[src/rtl/ceas_alarme_multi.sv]
// Time-of-day core with N_ALARME alarm channels and a ringing state machine with auto-timeout.
// Define ALARM_SNOOZE_EN to add the SNOOZE state driven by semnal_snooze.
module ceas_alarme_multi #(
  parameter int CLK_HZ      = 50_000_000,
  parameter int N_ALARME    = 2,
  parameter int ALARM_LEN_S = 60,
  parameter int SNOOZE_MIN  = 5
) (
  input  logic                clock,
  input  logic                reset,
  input  logic                load_timp,
  input  logic                load_alarma,
  input  logic [4:0]          ore_in,
  input  logic [5:0]          minute_in,
  input  logic [2:0]          alarma_idx,
  input  logic                alarma_en_in,
  input  logic                semnal_stop,
  input  logic                semnal_snooze,
  output logic [4:0]          ore,
  output logic [5:0]          minute,
  output logic [5:0]          secunde,
  output logic                tick_sec,
  output logic                load_err,
  output logic                led,
  output logic [N_ALARME-1:0] alarma_activa
);

  localparam int PW = (CLK_HZ > 1) ? $clog2(CLK_HZ) : 1;
  localparam logic [PW-1:0] PRESC_MAX = PW'(CLK_HZ - 1);
  localparam logic [PW-1:0] PRESC_ONE = PW'(1);
`ifdef ALARM_SNOOZE_EN
  localparam int CMAX = (SNOOZE_MIN * 60 > ALARM_LEN_S) ? SNOOZE_MIN * 60 : ALARM_LEN_S;
`else
  localparam int CMAX = ALARM_LEN_S;
`endif
  localparam int CW = $clog2(CMAX + 1);
  localparam logic [CW-1:0] LEN_LOAD = CW'(ALARM_LEN_S);
  localparam logic [CW-1:0] CNT_ONE  = CW'(1);
  localparam logic [3:0]    N_LIM    = 4'(N_ALARME);

`ifdef ALARM_SNOOZE_EN
  typedef enum logic [1:0] {IDLE = 2'd0, SUNA = 2'd1, SNOOZE = 2'd2} state_t;
  localparam logic [CW-1:0] SNZ_LOAD = CW'(SNOOZE_MIN * 60);
`else
  typedef enum logic [1:0] {IDLE = 2'd0, SUNA = 2'd1} state_t;
  logic unused_snooze_s;
  assign unused_snooze_s = semnal_snooze;
`endif

  logic [PW-1:0]       presc_r;
  logic [4:0]          ore_r;
  logic [5:0]          min_r;
  logic [5:0]          sec_r;
  logic                tick_r;
  logic                load_err_r;
  logic [4:0]          al_h_r [N_ALARME];
  logic [5:0]          al_m_r [N_ALARME];
  logic [N_ALARME-1:0] al_en_r;
  state_t              state_r;
  logic [CW-1:0]       cnt_r;
  logic                led_r;
  logic [N_ALARME-1:0] act_r;

  logic                time_ok_s;
  logic                alarm_ok_s;
  logic                tick_s;
  logic                wrap_s;
  logic [4:0]          ore_nx_s;
  logic [5:0]          min_nx_s;
  logic [5:0]          sec_nx_s;
  logic [N_ALARME-1:0] fire_s;

  // Load validation and next time-of-day; a valid time load swallows a coincident tick.
  always_comb begin
    time_ok_s  = (ore_in <= 5'd23) && (minute_in <= 6'd59);
    alarm_ok_s = time_ok_s && ({1'b0, alarma_idx} < N_LIM);
    tick_s     = (presc_r == PRESC_MAX) && !(load_timp && time_ok_s);
    wrap_s     = tick_s && (sec_r == 6'd59);
    sec_nx_s   = sec_r;
    min_nx_s   = min_r;
    ore_nx_s   = ore_r;
    if (tick_s) begin
      if (sec_r == 6'd59) begin
        sec_nx_s = 6'd0;
        if (min_r == 6'd59) begin
          min_nx_s = 6'd0;
          ore_nx_s = (ore_r == 5'd23) ? 5'd0 : ore_r + 5'd1;
        end else begin
          min_nx_s = min_r + 6'd1;
        end
      end else begin
        sec_nx_s = sec_r + 6'd1;
      end
    end else begin
      sec_nx_s = sec_r;
    end
  end

  // Channels fire only when a tick rolls the seconds over to 0 on their hh:mm.
  always_comb begin
    fire_s = '0;
    for (int i = 0; i < N_ALARME; i++) begin
      fire_s[i] = wrap_s && al_en_r[i] && (al_h_r[i] == ore_nx_s) && (al_m_r[i] == min_nx_s);
    end
  end

  // Prescaler, time-of-day registers and the one-cycle strobes.
  always_ff @(posedge clock or negedge reset) begin
    if (!reset) begin
      presc_r    <= '0;
      ore_r      <= 5'd0;
      min_r      <= 6'd0;
      sec_r      <= 6'd0;
      tick_r     <= 1'b0;
      load_err_r <= 1'b0;
    end else begin
      load_err_r <= (load_timp && !time_ok_s) || (load_alarma && !alarm_ok_s);
      if (load_timp && time_ok_s) begin
        presc_r <= '0;
        ore_r   <= ore_in;
        min_r   <= minute_in;
        sec_r   <= 6'd0;
        tick_r  <= 1'b0;
      end else begin
        presc_r <= (presc_r == PRESC_MAX) ? '0 : presc_r + PRESC_ONE;
        ore_r   <= ore_nx_s;
        min_r   <= min_nx_s;
        sec_r   <= sec_nx_s;
        tick_r  <= tick_s;
      end
    end
  end

  // Alarm register bank; out-of-range writes are dropped.
  always_ff @(posedge clock or negedge reset) begin
    if (!reset) begin
      for (int i = 0; i < N_ALARME; i++) begin
        al_h_r[i] <= 5'd0;
        al_m_r[i] <= 6'd0;
      end
      al_en_r <= '0;
    end else if (load_alarma && alarm_ok_s) begin
      for (int i = 0; i < N_ALARME; i++) begin
        if (alarma_idx == 3'(i)) begin
          al_h_r[i]  <= ore_in;
          al_m_r[i]  <= minute_in;
          al_en_r[i] <= alarma_en_in;
        end
      end
    end
  end

  // Ringing FSM: a new fire always wins over stop, and stop over snooze or timeout.
  always_ff @(posedge clock or negedge reset) begin
    if (!reset) begin
      state_r <= IDLE;
      cnt_r   <= '0;
      led_r   <= 1'b0;
      act_r   <= '0;
    end else begin
      case (state_r)
        IDLE: begin
          if (|fire_s) begin
            state_r <= SUNA;
            led_r   <= 1'b1;
            act_r   <= fire_s;
            cnt_r   <= LEN_LOAD;
          end
        end
        SUNA: begin
          if (|fire_s) begin
            act_r <= semnal_stop ? fire_s : (act_r | fire_s);
            cnt_r <= LEN_LOAD;
          end else if (semnal_stop) begin
            state_r <= IDLE;
            led_r   <= 1'b0;
            act_r   <= '0;
`ifdef ALARM_SNOOZE_EN
          end else if (semnal_snooze) begin
            state_r <= SNOOZE;
            led_r   <= 1'b0;
            cnt_r   <= SNZ_LOAD;
`endif
          end else if (tick_s) begin
            if (cnt_r == CNT_ONE) begin
              state_r <= IDLE;
              led_r   <= 1'b0;
              act_r   <= '0;
            end else begin
              cnt_r <= cnt_r - CNT_ONE;
            end
          end
        end
`ifdef ALARM_SNOOZE_EN
        SNOOZE: begin
          if (|fire_s) begin
            state_r <= SUNA;
            led_r   <= 1'b1;
            act_r   <= semnal_stop ? fire_s : (act_r | fire_s);
            cnt_r   <= LEN_LOAD;
          end else if (semnal_stop) begin
            state_r <= IDLE;
            act_r   <= '0;
          end else if (tick_s) begin
            if (cnt_r == CNT_ONE) begin
              state_r <= SUNA;
              led_r   <= 1'b1;
              cnt_r   <= LEN_LOAD;
            end else begin
              cnt_r <= cnt_r - CNT_ONE;
            end
          end
        end
`endif
        default: begin
          state_r <= IDLE;
          led_r   <= 1'b0;
          act_r   <= '0;
        end
      endcase
    end
  end

  assign ore           = ore_r;
  assign minute        = min_r;
  assign secunde       = sec_r;
  assign tick_sec      = tick_r;
  assign load_err      = load_err_r;
  assign led           = led_r;
  assign alarma_activa = act_r;

endmodule
[config.mk]
export PLATFORM = sky130hd
export DESIGN_NAME = ceas_alarme_multi
export DESIGN_NICKNAME = d
export VERILOG_FILES = /design/src/rtl/ceas_alarme_multi.sv
export SDC_FILE = /design/constraint.sdc
export NUM_CORES = 1
export LEC_CHECK = 0
export ABC_AREA = 1
export CAP_MARGIN = 0
export CORE_ASPECT_RATIO = 0.75
export CORE_MARGIN = 8
export CORE_UTILIZATION = 35
export DETAILED_ROUTE_END_ITERATION = 7
export GPL_TIMING_DRIVEN = 0
export HOLD_SLACK_MARGIN = 0.08
export PLACE_DENSITY = 0.55
export SYNTH_ARGS = -nofsm -noshare
export SYNTH_HDL_FRONTEND = slang
export SYNTH_SLANG_ARGS = --single-unit
[constraint.sdc]
create_clock -name clock -period 4.7 [get_ports clock]
set_input_delay 0.94 -clock clock [delete_from_list [all_inputs] [get_ports clock]]
set_output_delay 0.94 -clock clock [all_outputs]
set_load 0.005 [all_outputs]
==> metrics.txt, run 1 <==
Post-synth EDFFs=0; YS warnings=0; Initial Util=36.1%; CP Class=in2reg; worst relative slew slack=57.3%; routed wire length=13300 um; final setup fails=0; Power Dens Cells=337 mW/mm^2; Setup Skew=0.00528 ns; Die W=150 um; boundary pin count=43; Peak supply drop=0.000220 V; Routability Congestion=0.907; minimum clock period=3.88 ns; top-area cell type share of the netlist area=41.2%; most common cell after layout, fill and taps aside=nand2_1; synthesized cell area=0.00474 sq mm; most frequent cells in the layout=194 x nand2_1, 78 x dfrtp_1, 72 x inv_1; CORE AREA=0.0131 sq mm; Net Count, Synth=685; Pleak=2.61 nW; Post-Syn Instances=656; R2R Path Start=secunde[0]; max_cap viols=0; layout cells sized above 1=7.98%; Worst Max-Slew Pin Slew=0.634 ns; Worst Path Required=4.93 ns; Max Clk Rate=0.258 GHz; Worst EP arrival=4.11 ns; CTS root buf=clkbuf_16; H-tree depth=3; drt first pass iters=4; hold crit path type=in2async; initial antenna violation count=0; CP Capture Type=flip-flop; status=finished clean; Yosys cell types=42; worst skew pair latency=0.34 ns; CTS Hold Bufs=0; Tcrit/Tclk final=82.6%; CTS resizes=0; largest net degree at the start of global routing=70; Synth area leaders=dfrtp_1 41%, nand2_1 15%, inv_1 5.7%; Setup Fix Bufs, Post-CTS=0; vias per inst=5.00; DP HPWL=10400 um; clk buf depth=2; Congestion Overflow GR=0; Layout area overhead=20.0%; Critical Path Source=minute_in[5]; routed len/inst=15.0 um; worst slack, placed=0.480 ns; first-pass GRT wire length=21400 um; fraction of registers with async set/reset=100%; gr usage total=15.7%; TNS Setup=0 ns; drt drc=0; RSZ-0062 raised after global routing=false; average size of a mapped cell=7.22 sq um; Setup WS post-layout=0.819 ns; Die Height=117 um; CTS Sinks=78; Via Count=4422; DR iter-0 viols=375; number of global-route vias before repair=4051; clock-pin slew on the worst setup and hold paths=0.06 ns; post-route ant nets=0; cell taking the most area after synthesis=dfrtp_1; Top FF cell, synth=dfrtp_1; Slew Viols, Final=0; Final Hold Vio Count=0; Seq cells post-synth=78; IO Port Bufs=41; register area share after synthesis=41.2%; critical path startpoint category=primary input; Cell Rows=36; TritonCTS Buffers=9; crit-path max FO=10; ANT cells=0; CTS tree=done; die area=0.0176 sq mm; # nets final=738
## critical path: stages
cell and delay, ns:
clkdlybuf4s50_1 0.56, nand4_1 0.14, nand3_1 0.30, inv_2 0.19, nor2_4 0.16, buf_6 0.18
nand2_2 0.08, nand2_2 0.10, nand2_1 0.06, nand2_1 0.11, o21ai_0 0.10, a211oi_1 0.17
nand3b_1 0.09, nor2_1 0.12, nor2_1 0.11, ha_1 0.18, a31oi_1 0.26, nand2_1 0.12
nand2_1 0.07, nand2_1 0.04
## worst paths after layout
kind,cells past startpoint,end,slack (ns)
max,20,alarma_activa[1],0.82
min,1,al_en_r[0],0.44
max reg2reg,19,alarma_activa[1],1.45
min reg2reg,1,presc_r[0],0.46
max in group asynchronous,2,secunde[2],3.68
min in group clock,1,presc_r[0],0.46
## flip-flops by register name, indices dropped and copies added (netlist names)
name and cells:
presc_r 26, al_m_r 12, al_h_r 10, cnt_r 6
minute 6, secunde 6, ore 5, al_en_r 2
alarma_activa 2, led 1, load_err 1, tick_sec 1
## cell type report
cell class | instances | area (sq um)
fillers | 1335 | 7420
multi-input cells | 490 | 2440
flip-flops and latches | 78 | 1950
repair buffers | 42 | 435
inverters | 76 | 285
clock buffers | 9 | 225
well taps | 171 | 214
clock inverters | 7 | 72.6
plain buffers | 12 | 58.8
## power breakdown
part / total (mW) / internal, mW / switching (mW)
clock network: 0.703 / 0.412 / 0.291
logic: 0.384 / 0.161 / 0.223
registers: 0.827 / 0.740 / 0.0875
total: 1.91 / 1.31 / 0.602
## cell usage after synthesis, types with 4 or more instances
master    instances
dfrtp_1          78
o21ai_0          53
nand2_2          15
nand4_1          12
clkbuf_1          8
nand2_1         194
xor2_1            8
nand3_1          45
o22ai_1           5
a211oi_1          4
nor3_1           14
a21oi_1          18
nor2_2            6
ha_1              8
nor2_1           63
nand3b_1         13
inv_1            72
xnor2_1           4
## metrics by stage
step / utilization, % / instance area [sq um] / hold WS, ns / total power [mW] / instances
CTS: 43.4 / 5680 / 0.436 / 1.93 / 885
global route: 43.4 / 5680 / 0.428 / 2.02 / 885
floorplan: - / 4740 / 0.433 / 1.05 / 656
global placement: 40.9 / 5360 / 0.456 / 1.21 / 868
finish: 43.4 / 5680 / 0.436 / 1.91 / 885
detailed placement: 41.1 / 5390 / 0.451 / 1.22 / 869
## kinds of logic after synthesis
| logic type | share of synthesized area [%] |
|---|---|
| AND/OR/NAND/NOR | 35.8 |
| AO/OA/AOI/OAI | 10.7 |
| buffers and inverters | 7.26 |
| flip-flops | 41.2 |
| XOR/XNOR | 2.91 |
| adder cells (fa/ha/maj) | 2.11 |
## metal layers
metal  global-route usage, %  share of wire [%]  vias to the layer above
li1                        -                  -                     2250
met4                    4.18                1.1                        0
met1                    25.3                 56                     2047
met2                    20.1                 37                      114
met3                    3.06                5.8                       11
met5                       0                  0                        -
Power figures use the tool's default switching activity.
==> run 2: changes to the inputs <==
--- a/config.mk
+++ b/config.mk
@@ -13,7 +13,7 @@
 export DETAILED_ROUTE_END_ITERATION = 7
 export GPL_TIMING_DRIVEN = 0
 export HOLD_SLACK_MARGIN = 0.08
-export PLACE_DENSITY = 0.55
+export PLACE_DENSITY = 0.57
 export SYNTH_ARGS = -nofsm -noshare
 export SYNTH_HDL_FRONTEND = slang
 export SYNTH_SLANG_ARGS = --single-unit
==> constraint.sdc (replaced) <==
create_clock -name clock -period 3.3 [get_ports clock]
set_input_delay 0.66 -clock clock [delete_from_list [all_inputs] [get_ports clock]]
set_output_delay 0.66 -clock clock [all_outputs]
set_load 0.005 [all_outputs]
==> metrics.txt, run 2 (synthesis gave the netlist of run 1 again) <==
largest registers=presc_r: 26 flops, al_m_r: 12 flops, al_h_r: 10 flops; Clock Power Share=36.5% (-0.2 points); CORE AREA=0.0131 sq mm (unchanged); TritonCTS Buffers=9 (unchanged); final core occ=44.4% (+1.0 points); final setup fails=0 (unchanged); total power=2.75 mW (+44%); largest net degree at the start of global routing=60 (-14%); switching pwr=0.869 mW (+44%); DR iter-0 viols=306 (-18%); Slew Viols, Final=0 (unchanged); Int Pwr=1.88 mW (+43%); Die Height=117 um (unchanged); crit path to=alarma_activa[0]; Area after DPL=0.00539 sq mm (unchanged); most frequent cells in the layout=191 x nand2_1, 78 x dfrtp_1, 72 x inv_1; R2R Path Start=secunde[0]; minimum clock period=3.10 ns; DP HPWL=10400 um (-0.21%); Critical Path Source=load_timp; Finished Cell Area=0.00582 sq mm (+2.3%); H-tree depth=3 (unchanged); worst skew pair latency=0.34 ns (about the same); clock-pin slew on the worst setup and hold paths=0.07 ns (about the same); max_cap viols=0 (unchanged); register with the most flip-flops=presc_r; Initial Util=36.1% (unchanged); Final Hold Vio Count=0 (unchanged); Gate power share=20.6% (+0.5 points); Routability Congestion=0.904 (-0.36%); Worst Max-Slew Pin Slew=0.612 ns (-0.0219 ns); worst relative slew slack=58.8% (+1.5 points); most common cell after layout, fill and taps aside=nand2_1; CTS tree=done; routed wire length=13500 um (+1.5%); max reg flops=26 (unchanged); Flop pwr share=42.9% (-0.3 points); worst slack, placed=-0.692 ns (-1.17 ns); number of global-route vias before repair=4260 (+5.2%); routed len/inst=15.1 um (+0.78%); crit-path max FO=9 (-1); drt first pass iters=5 (+1); initial antenna violation count=0 (unchanged); layout cells sized above 1=10.7% (+2.7 points); Via Count=4492 (+1.6%); hold crit path type=in2async; Worst EP arrival=3.33 ns (-0.78 ns); reg2reg setup slack=0.33 ns (-1.12 ns); Placed Instances=869 (unchanged); Die W=150 um (unchanged); Congestion Overflow GR=0 (unchanged); # nets final=744 (+0.81%); CTS root buf=clkbuf_16; Layout area overhead=22.8%; Setup WS post-layout=0.204 ns (-0.615 ns); RR Endpoint=alarma_activa[0]; Power Dens Cells=473 mW/mm^2 (+40%); die area=0.0176 sq mm (unchanged); Worst Path Required=3.53 ns (-1.40 ns); post-route insts no fill=891 (+0.68%); worst r2r path cells=20 (+1); Sw Ratio=31.6% (+0.19 points); Max Clk Rate=0.323 GHz; drt drc=0 (unchanged); Setup Skew=0.00637 ns (+0.00110 ns); first-pass GRT wire length=22200 um (+3.4%); post-route ant nets=0 (unchanged); boundary pin count=43 (unchanged); ANT cells=0 (unchanged); Tcrit/Tclk final=93.8%; Cell Rows=36 (unchanged); IO Port Bufs=41 (unchanged); CP Capture Type=flip-flop; critical path startpoint category=primary input; CP Class=in2reg; clk buf depth=2 (unchanged); vias per inst=5.04 (+0.90%); Peak supply drop=0.000268 V (+22%); CTS Sinks=78 (unchanged); status=finished clean; gr usage total=16.1% (+0.43 points); Pleak=2.65 nW (+1.7%)
==> run 2: critical path: stages <==
cell	delay, ns
clkdlybuf4s50_1	0.53
nand3_4	0.17
inv_4	0.17
nor2_4	0.07
buf_8	0.13
buf_4	0.14
nand2_2	0.10
nand2_2	0.10
inv_1	0.09
nor2_1	0.05
a211oi_2	0.20
nand3b_1	0.13
nor2_2	0.15
nor2_2	0.07
ha_1	0.21
a31oi_4	0.18
nand2_1	0.09
nand2_1	0.06
nand2_1	0.04
==> run 2: how the worst min path moves through the flow <==
stage / from / to / slack [ns] / cells past startpoint
2_1_floorplan: reset / al_en_r[0] / 0.36 / 0
3_3_place_gp: presc_r[0] / presc_r[0] / 0.45 / 1
3_5_place_dp: presc_r[0] / presc_r[0] / 0.46 / 1
4_1_cts: reset / al_en_r[1] / 0.21 / 1
5_1_grt: reset / al_en_r[1] / 0.21 / 1
6_report: reset / al_en_r[1] / 0.20 / 1
==> run 2: metrics by stage <==
stage | hold WS [ns] | TNS (ns)
after floorplan | 0.364 | 0
after global placement | 0.451 | -109.22
final | 0.199 | 0
after global routing | 0.213 | -0.0159
after detailed placement | 0.459 | -1.93
after CTS | 0.205 | 0
==> run 2: final cells by class <==
class | instances | area [sq um]
fillers | 1338 | 7290
clock inverters | 7 | 73.8
inverters | 76 | 288
well taps | 171 | 214
multi-input cells | 490 | 2520
flip-flops and latches | 78 | 1950
plain buffers | 12 | 71.3
clock buffers | 9 | 225
repair buffers | 48 | 473
==> run 2: per-layer routing <==
metal	track usage [%]	wire length, um	share of wire (%)
met1	24.5	7260	54
met2	21.9	5180	38
met3	3.48	839	6.2
met4	4.91	174	1.3
met5	0	0	0
==> run 2: power groups by stage <==
stage               logic [mW]  clock network (mW)  registers, mW
floorplan                0.352                   0           1.14
global placement         0.528                   0           1.19
detailed placement       0.542                   0           1.19
CTS                      0.550                1.03           1.17
global route             0.646                1.07           1.20
finish                   0.567                1.00           1.18
==> run 2: repair_timing <==
item | in CTS | in global routing
hold buffers | 0 | 0
endpoints found under the setup margin | 3 | 3
pin swaps | 3 | 7
resized for setup | 13 | 17
buffers inserted | 0 | 6
hold endpoints to repair | 0 | 0
